**src/rtl/xadc_bcd_meter.sv**
```systemverilog
// ============================================================================
// xadc_bcd_meter : per-channel XADC averaging and U.DDD BCD voltage readout
// Build option XADC_METER_AVG_EN enables averaging.                Rev 1.0
// ============================================================================
`default_nettype none

module xadc_bcd_meter #(
    parameter int NCH           = 4,
    parameter int SEL_W         = 2,
    parameter int AVG_LOG2      = 2,
    parameter int FULL_SCALE_MV = 1000
) (
    input  logic             DCLK,
    input  logic             RESET,
    input  logic             s_valid,
    output logic             s_ready,
    input  logic [SEL_W-1:0] s_chan,
    input  logic [15:0]      s_data,
    input  logic [SEL_W-1:0] sel,
    output logic [11:0]      avg_code,
    output logic [15:0]      digits,
    output logic [SEL_W-1:0] digits_chan,
    output logic             digits_valid,
    output logic             busy
);

    typedef enum logic [1:0] {
        IDLE  = 2'd0,
        MUL   = 2'd1,
        SHIFT = 2'd2,
        DONE  = 2'd3
    } state_t;

    localparam logic [13:0] FS = 14'(FULL_SCALE_MV);

    state_t           state_q;
    state_t           state_d;
    logic             take;
    logic             chan_ok;
    logic [11:0]      code;
    logic             done_avg;
    logic [11:0]      avg_now;
    logic             pend_valid;
    logic [11:0]      pend_avg;
    logic [SEL_W-1:0] pend_chan;
    logic [11:0]      operand;
    logic [SEL_W-1:0] op_chan;
    logic [25:0]      prod;
    logic [29:0]      sreg;
    logic [29:0]      adj;
    logic [29:0]      dd_next;
    logic [3:0]       step;
    logic             unused_bits;

    assign take    = s_valid && s_ready;
    assign code    = s_data[15:4];
    assign chan_ok = {{(32-SEL_W){1'b0}}, s_chan} < NCH;
    assign s_ready = !pend_valid;
    assign busy    = (state_q != IDLE);
    assign unused_bits = ^{s_data[3:0], prod[11:0]};

`ifdef XADC_METER_AVG_EN
    localparam int CW = (AVG_LOG2 > 0) ? AVG_LOG2 : 1;
    localparam int AW = 12 + AVG_LOG2;
    localparam logic [CW-1:0] CNT_LAST = CW'((1 << AVG_LOG2) - 1);

    logic [AW-1:0] acc [2**SEL_W];
    logic [CW-1:0] cnt [2**SEL_W];
    logic [AW-1:0] sum;

    assign sum      = acc[s_chan] + AW'(code);
    assign avg_now  = sum[AW-1:AVG_LOG2];
    assign done_avg = chan_ok && (cnt[s_chan] == CNT_LAST);

    always_ff @(posedge DCLK) begin
        if (RESET) begin
            for (int i = 0; i < 2**SEL_W; i++) begin
                acc[i] <= '0;
                cnt[i] <= '0;
            end
        end else if (take && chan_ok) begin
            if (done_avg) begin
                acc[s_chan] <= '0;
                cnt[s_chan] <= '0;
            end else begin
                acc[s_chan] <= sum;
                cnt[s_chan] <= cnt[s_chan] + 1'b1;
            end
        end
    end
`else
    localparam int unused_avg_log2 = AVG_LOG2;

    assign avg_now  = code;
    assign done_avg = chan_ok;
`endif

    // Request capture; s_ready is low whenever the slot is full, so a new
    // request and IDLE consuming the slot never coincide.
    always_ff @(posedge DCLK) begin
        if (RESET) begin
            avg_code   <= '0;
            pend_valid <= 1'b0;
            pend_avg   <= '0;
            pend_chan  <= '0;
        end else begin
            if (take && done_avg) begin
                avg_code <= avg_now;
                if (s_chan == sel) begin
                    pend_valid <= 1'b1;
                    pend_avg   <= avg_now;
                    pend_chan  <= s_chan;
                end
            end
            if (state_q == IDLE && pend_valid) begin
                pend_valid <= 1'b0;
            end
        end
    end

    always_ff @(posedge DCLK) begin
        if (RESET) state_q <= IDLE;
        else       state_q <= state_d;
    end

    always_comb begin
        state_d = state_q;
        case (state_q)
            IDLE:    if (pend_valid) state_d = MUL;
            MUL:     state_d = SHIFT;
            SHIFT:   if (step == 4'd13) state_d = DONE;
            DONE:    state_d = IDLE;
            default: state_d = IDLE;
        endcase
    end

    assign prod = {14'd0, operand} * {12'd0, FS};

    // Double-dabble step: BCD nibbles sit above the 14-bit binary field.
    always_comb begin
        adj = sreg;
        for (int n = 0; n < 4; n++) begin
            if (adj[14+4*n +: 4] >= 4'd5) adj[14+4*n +: 4] = adj[14+4*n +: 4] + 4'd3;
        end
        dd_next = {adj[28:0], 1'b0};
    end

    always_ff @(posedge DCLK) begin
        if (RESET) begin
            operand      <= '0;
            op_chan      <= '0;
            sreg         <= '0;
            step         <= '0;
            digits       <= '0;
            digits_chan  <= '0;
            digits_valid <= 1'b0;
        end else begin
            digits_valid <= 1'b0;
            case (state_q)
                IDLE: begin
                    if (pend_valid) begin
                        operand <= pend_avg;
                        op_chan <= pend_chan;
                    end
                end
                MUL: begin
                    sreg <= {16'd0, prod[25:12]};
                    step <= '0;
                end
                SHIFT: begin
                    sreg <= dd_next;
                    step <= step + 4'd1;
                end
                DONE: begin
                    digits       <= sreg[29:14];
                    digits_chan  <= op_chan;
                    digits_valid <= 1'b1;
                end
                default: ;
            endcase
        end
    end

endmodule

`default_nettype wire

```
**config.mk**
```make
export PLATFORM = sky130hd
export DESIGN_NAME = xadc_bcd_meter
export DESIGN_NICKNAME = d
export VERILOG_FILES = /design/src/rtl/xadc_bcd_meter.sv
export SDC_FILE = /design/constraint.sdc
export NUM_CORES = 1
export LEC_CHECK = 0
export CAP_MARGIN = 20
export CORE_MARGIN = 2
export CORE_UTILIZATION = 55
export DETAILED_ROUTE_END_ITERATION = 8
export HOLD_SLACK_MARGIN = 0.15
export PLACE_DENSITY = 0.87
export SETUP_SLACK_MARGIN = 0.1
export SLEW_MARGIN = 25
export SYNTH_ARGS = -nofsm -noshare
export SYNTH_HDL_FRONTEND = slang
export SYNTH_SLANG_ARGS = --single-unit
```
**constraint.sdc**
```tcl
create_clock -name DCLK -period 5.4 [get_ports DCLK]
set_input_delay 0.54 -clock DCLK [delete_from_list [all_inputs] [get_ports DCLK]]
set_output_delay 0.54 -clock DCLK [all_outputs]
set_load 0.005 [all_outputs]
```
==> results of run 1 <==
-- final cells by class --
type	count	area share
clock buffers	12	0.02352
clock inverters	4	0.007778
multi-input cells	458	0.5304
flip-flops and latches	96	0.2914
inverters	72	0.04098
well taps	136	0.02580
repair buffers	54	0.08006
-- state kept, by name, summed over array words and instances, names as in the netlist --
signal and count:
avg_code 12, digits_chan 2, pend_valid 1, operand 12, state_q 2, pend_avg 12, step 4, pend_chan 2
digits 16, digits_valid 1, sreg 30, op_chan 2
-- logic make-up after synthesis --
logic type	synth area share
AOI/OAI and AO/OA	0.1299
buffers and inverters	0.06701
adders and majority gates	0.2504
and+or+nand+nor	0.1364
xor gates and xnor gates	0.03017
DFF	0.3310
muxes	0.05516
-- power breakdown --
group          internal, mW  total (mW)  switching (mW)
Sequential            0.733       0.749          0.0162
Combinational         0.103       0.313           0.210
Clock                 0.241       0.493           0.253
Total                  1.08        1.56           0.479
-- through the flow --
step                      instance area [µm²]  worst slack, ns
final                                    6595           0.9236
after floorplan                          5807            1.231
after CTS                                6593           0.9627
after detailed placement                 6386           0.9851
after global routing                     6595           0.5763
after global placement                   6386            1.045
-- Yosys cell counts, drive strengths merged (2+ instances only) --
cell type,n
a211oi,4
a21o,5
a21oi,64
a22oi,8
a311oi,2
a31oi,3
a32oi,4
and3,9
buf,6
clkbuf,24
dfxtp,96
fa,37
ha,57
inv,72
mux2i,32
nand2,81
nand2b,4
nand3,9
nor2,65
nor2b,2
nor3,10
o21a,2
o21ai,14
o22ai,6
o31ai,5
or3,5
xnor2,7
xor2,13
-- per-layer routing --
layer  track usage  routed length [µm]  vias to the layer above
met5             0                   0                        -
met4       0.07699                 277                        0
met3       0.04195                 480                       24
met2        0.3817                6334                      109
met1        0.2829                5347                     2217
li1              -                   -                     2247
-- worst min-delay path, cell delays in order (launching register included) --
cell	delay, ns
dfxtp_1	0.32
nand2_1	0.05
a21oi_1	0.05
-- worst paths after layout --
check	end	slack (ns)	from	cells past startpoint
setup / recovery	sreg[8]	0.92	operand[6]	15
hold / removal	avg_code[1]	0.46	avg_code[1]	2
setup reg to reg	sreg[8]	0.92	operand[6]	15
hold reg to reg	avg_code[1]	0.46	avg_code[1]	2
-- placed cells by master (no fill, tap or decap), drive strengths merged, types with 3 or more instances in the layout --
cell,Yosys,layout
nand2,81,81
nor2,65,65
o31ai,5,5
or3,5,5
nand2b,4,4
a22oi,8,8
a21oi,64,64
a32oi,4,4
inv,72,73
buf,6,4
a211oi,4,4
mux2i,32,32
a21o,5,5
o21ai,14,14
dfxtp,96,96
and3,9,9
nor3,10,10
o22ai,6,6
xnor2,7,7
clkdlybuf4s50,0,50
a31oi,3,3
fa,37,37
ha,57,57
clkbuf,24,12
xor2,13,13
nand3,9,9
==> flow_summary.json, run 1 <==
{
  "worstSetupPathType": "register to register",
  "path_max_fanout": 7,
  "clkTransAtPathRegs_ns": 0.10,
  "yosysSeqAreaShare": 0.3310,
  "dr.pass1.iters": 5,
  "cp_data_arrival_time_ns": 4.77,
  "rsz0062_at_grt": "no",
  "maxSlewViolCount": 0,
  "syn_to_final_growth_pct": 13.57,
  "stdcell_count": 832,
  "finalNetCount": 808,
  "syn_avg_cell_area_um2": 8.852,
  "hold_buffers": 0,
  "dp.cells": 816,
  "syn-num-nets": 773,
  "final.setup.tns_ns": 0,
  "fillers": 815,
  "grt_start_max_net_pins": 53,
  "period_needed_ns": 4.476,
  "holdCritPathClass": "register to register",
  "synth_ff_type": "dfxtp_1",
  "crit_chain": "inv_1 > fa_1 > fa_1 > inv_1 > fa_1 > inv_1 > fa_1 > inv_1 > ha_1 > a21o_1 > a21oi_1 > a21oi_1 > a311oi_1 > xor2_1 > a211oi_1",
  "async_reset_ff_frac": 0,
  "cp_slowest_cell": "fa_1",
  "power_mw": 1.555,
  "ys_seq_elements": 96,
  "track_usage": 0.2231,
  "timing.final.crit_share": 0.8290,
  "drtAntennaViolNets": 0,
  "yosysTopAreaCell": "dfxtp_1",
  "drc": 0,
  "routed_wl_um": 12440,
  "overflow": 0,
  "post-cts-setup-buffers": 0,
  "cp.buffers_inverters": 4,
  "drt_iter0_drc": 337,
  "die_y_um": 106.8,
  "seqCellArea_um2": 1922,
  "clock_sinks": 96,
  "relSlewSlack": 0.3189,
  "peakVddDrop_mv": 0.2368,
  "cts_tree": "built",
  "clock_skew_ns": 0.01226,
  "start_kind": "register",
  "die_x_um": 106.8,
  "io_pins": 56,
  "grt_pass1_wl_um": 20510,
  "finalSetupViolations": 0,
  "num_antenna_cells": 0,
  "clock_latency_ns": 0.38,
  "clock.fmax_mhz": 223.4,
  "antenna_found_initial": 0,
  "clock_path_buffers": 2,
  "synth_edf_count": 0,
  "vias": 4597,
  "post_drt_wl_per_cell_um": 14.95,
  "synthCells": 656,
  "cap_violations": 0,
  "dieArea_um2": 11400,
  "rows": 37,
  "cts_resized": 0,
  "gp_congestion": 0.8875,
  "viasPerCell": 5.525,
  "dp_hpwl_um": 9184,
  "fin_util": 0.6417,
  "htreeDepth": 3,
  "layout-drive-gt1-share": 0.03592,
  "core_area_um2": 10280,
  "grt_pass1_vias": 4502,
  "synthTopCellsByArea": "dfxtp_1 33%, fa_1 13%, ha_1 12%",
  "slowest_delay_ns": 0.51,
  "power_density_nw_per_um2": 235.8,
  "hold_violations": 0,
  "netlist.area_leader.share": 0.3310,
  "run_status": "complete, no violations",
  "synth_area_um2": 5807,
  "ys_warn_count": 0,
  "initial_core_util": 0.5650,
  "crit_family": "adder cells",
  "tightest_slew_ns": 1.018,
  "root_buffer": "clkbuf_8",
  "multiInputGateArea_um2": 3498,
  "worstPathRequired_ns": 5.69,
  "leakage_nw": 2.714,
  "ys_types": 46,
  "numCtsBuffers": 9,
  "fin_hold_ws_ns": 0.4592,
  "port_buffers": 51,
  "crit_path_end_kind": "register"
}
Note: power is estimated with default switching activity, not from simulation.
==> run 2: changes to the inputs <==
clock period = 4.2 ns   (was 5.4 ns; I/O delays follow)
==> run 2 against run 1 <==
  * Count of clock-buffer cells in the layout shrank 2
  * Largest power group unchanged
  * Critical path depth shrank 2
  * Global-route usage grew 1.3 points
==> flow_summary.json, run 2 (synthesized netlist as in run 1, its figures left out) <==
{
  "cts_tree": "built",
  "numCtsBuffers": 9,
  "final_cell_mix": "88 x dfxtp_1, 79 x nand2_1, 63 x nor2_1, 62 x inv_1, 60 x a21oi_1",
  "tightest_slew_ns": 0.9634,
  "maxSlewViolCount": 0,
  "crit_top_cell": "fa_1",
  "path_max_fanout": 5,
  "cap_violations": 0,
  "cp_slowest_cell": "fa_1",
  "holdCritPathClass": "register to register",
  "clock_path_buffers": 2,
  "cp_data_arrival_time_ns": 4.37,
  "stdcell_area_um2": 6950,
  "initial_core_util": 0.5650,
  "start_kind": "register",
  "rsz0062_at_grt": "yes",
  "worstPathRequired_ns": 4.45,
  "viasPerCell": 5.654,
  "track_usage": 0.2359,
  "crit_chain": "inv_4 > fa_1 > fa_1 > fa_1 > fa_1 > inv_1 > ha_4 > and3_1 > o2111ai_2 > a21oi_1 > a311oi_2 > xor2_1 > a211oi_1",
  "timing.final.crit_share": 0.9806,
  "routed_wl_um": 13310,
  "reg_top3": "sreg x30, digits x16",
  "clkTransAtPathRegs_ns": 0.09,
  "syn_to_final_growth_pct": 19.69,
  "drt_iter0_drc": 352,
  "fin_util": 0.6763,
  "antenna_found_initial": 0,
  "gp_congestion": 0.9174,
  "num_antenna_cells": 0,
  "timing.rr.start": "operand[5]",
  "hold_violations": 0,
  "largest_register_ffs": 30,
  "leakage_nw": 2.830,
  "setup_ws_ns": 0.08156,
  "dp_slack_ns": 0.009525,
  "wl_met3_um": 685,
  "dp_hpwl_um": 9282,
  "hold_buffers": 0,
  "grt_pass1_wl_um": 21710,
  "multiInputGateArea_um2": 3649,
  "grt_start_max_net_pins": 56,
  "peakVddDrop_mv": 0.2877,
  "finalSetupViolations": 0,
  "topRoutingLayerUsed": "met4",
  "dr.pass1.iters": 5,
  "layout_commonest_cell": "dfxtp_1",
  "seqCellArea_um2": 1932,
  "period_needed_ns": 4.118,
  "relSlewSlack": 0.3554,
  "post_drt_wl_per_cell_um": 15.51,
  "drc": 0,
  "die_y_um": 106.8,
  "overflow": 0,
  "power_density_nw_per_um2": 287.1,
  "drtAntennaViolNets": 0,
  "crit_path_end_kind": "register",
  "grt_pass1_vias": 4743,
  "min_from": "pend_avg[1]",
  "dieArea_um2": 11400,
  "placed_cell_area_um2": 6563,
  "met2_length_um": 6687,
  "worstSetupPathType": "register to register",
  "clock_latency_ns": 0.38,
  "vias": 4851,
  "port_buffers": 51,
  "rows": 37,
  "clock_sinks": 96,
  "layout-drive-gt1-share": 0.1288,
  "final.setup.tns_ns": 0,
  "htreeDepth": 3,
  "die_x_um": 106.8,
  "crit_start": "operand[5]",
  "clock_skew_ns": 0.007190,
  "met1_length_um": 5579,
  "core_area_um2": 10280,
  "fillers": 735,
  "run_status": "complete, no violations",
  "clock.fmax_mhz": 242.8,
  "top_register": "sreg",
  "io_pins": 56,
  "power_mw": 1.996,
  "root_buffer": "clkbuf_8",
  "slowest_delay_ns": 0.57,
  "finalNetCount": 835
}
[run 2: cell types whose count changed in the layout (fill, tap and decap cells not counted), moves of 4 or more]
cell,before,now
dfxtp_1,96,88
ha_1,56,49
dfxtp_2,0,8
inv_2,1,8
inv_1,71,62
ha_4,0,4
buf_4,3,30
[run 2: worst paths after layout]
path,endpoint,slack (ns),depth (start not counted)
max,sreg[8],0.08,13
min,operand[1],0.46,2
max reg2reg,sreg[8],0.08,13
min reg2reg,operand[1],0.46,2
[run 2: metal layers]
| metal | GRT usage | vias up |
|---|---|---|
| li1 | - | 2300 |
| met1 | 0.2981 | 2350 |
| met2 | 0.3976 | 171 |
| met3 | 0.05106 | 30 |
| met4 | 0.08627 | 0 |
| met5 | 0 | - |
[run 2: cell type report]
| type | instances | share of cell area |
|---|---|---|
| multi-input cells | 458 | 0.5249 |
| clock inverters | 5 | 0.008101 |
| clock buffers | 10 | 0.01980 |
| inverters | 72 | 0.03960 |
| repair buffers | 81 | 0.1051 |
| flip-flops and latches | 96 | 0.2779 |
| well taps | 136 | 0.02448 |
[run 2: what timing repair did]
item                       in CTS  in global routing
resized for setup              12                 31
buffers inserted                3                  1
setup endpoints to repair       5                  9
pin swaps                      11                 24
gates cloned                    0                  0
[run 2: per-stage QoR]
| step | instances | hold WS [ns] |
|---|---|---|
| floorplan | 656 | 0.4312 |
| global placement | 839 | 0.4425 |
| detailed placement | 839 | 0.4445 |
| CTS | 857 | 0.4608 |
| global route | 858 | 0.4770 |
| finish | 858 | 0.4598 |
[run 2: report_power, final]
group	leakage (nW)	internal, mW	switching [mW]
Clock	0.0985	0.288	0.324
Combinational	1.95	0.140	0.280
Sequential	0.781	0.942	0.0206
Total	2.83	1.37	0.625
[run 2: worst max-delay path, delay by kind of cell (launching register included)]
family                   cells  cell delay (ns)
AO/OA/AOI/OAI                4             0.77
XOR/XNOR                     1             0.23
adder cells (fa/ha/maj)      5             2.31
buffers and inverters        2             0.12
flip-flops                   1             0.36
AND/OR/NAND/NOR              1             0.19
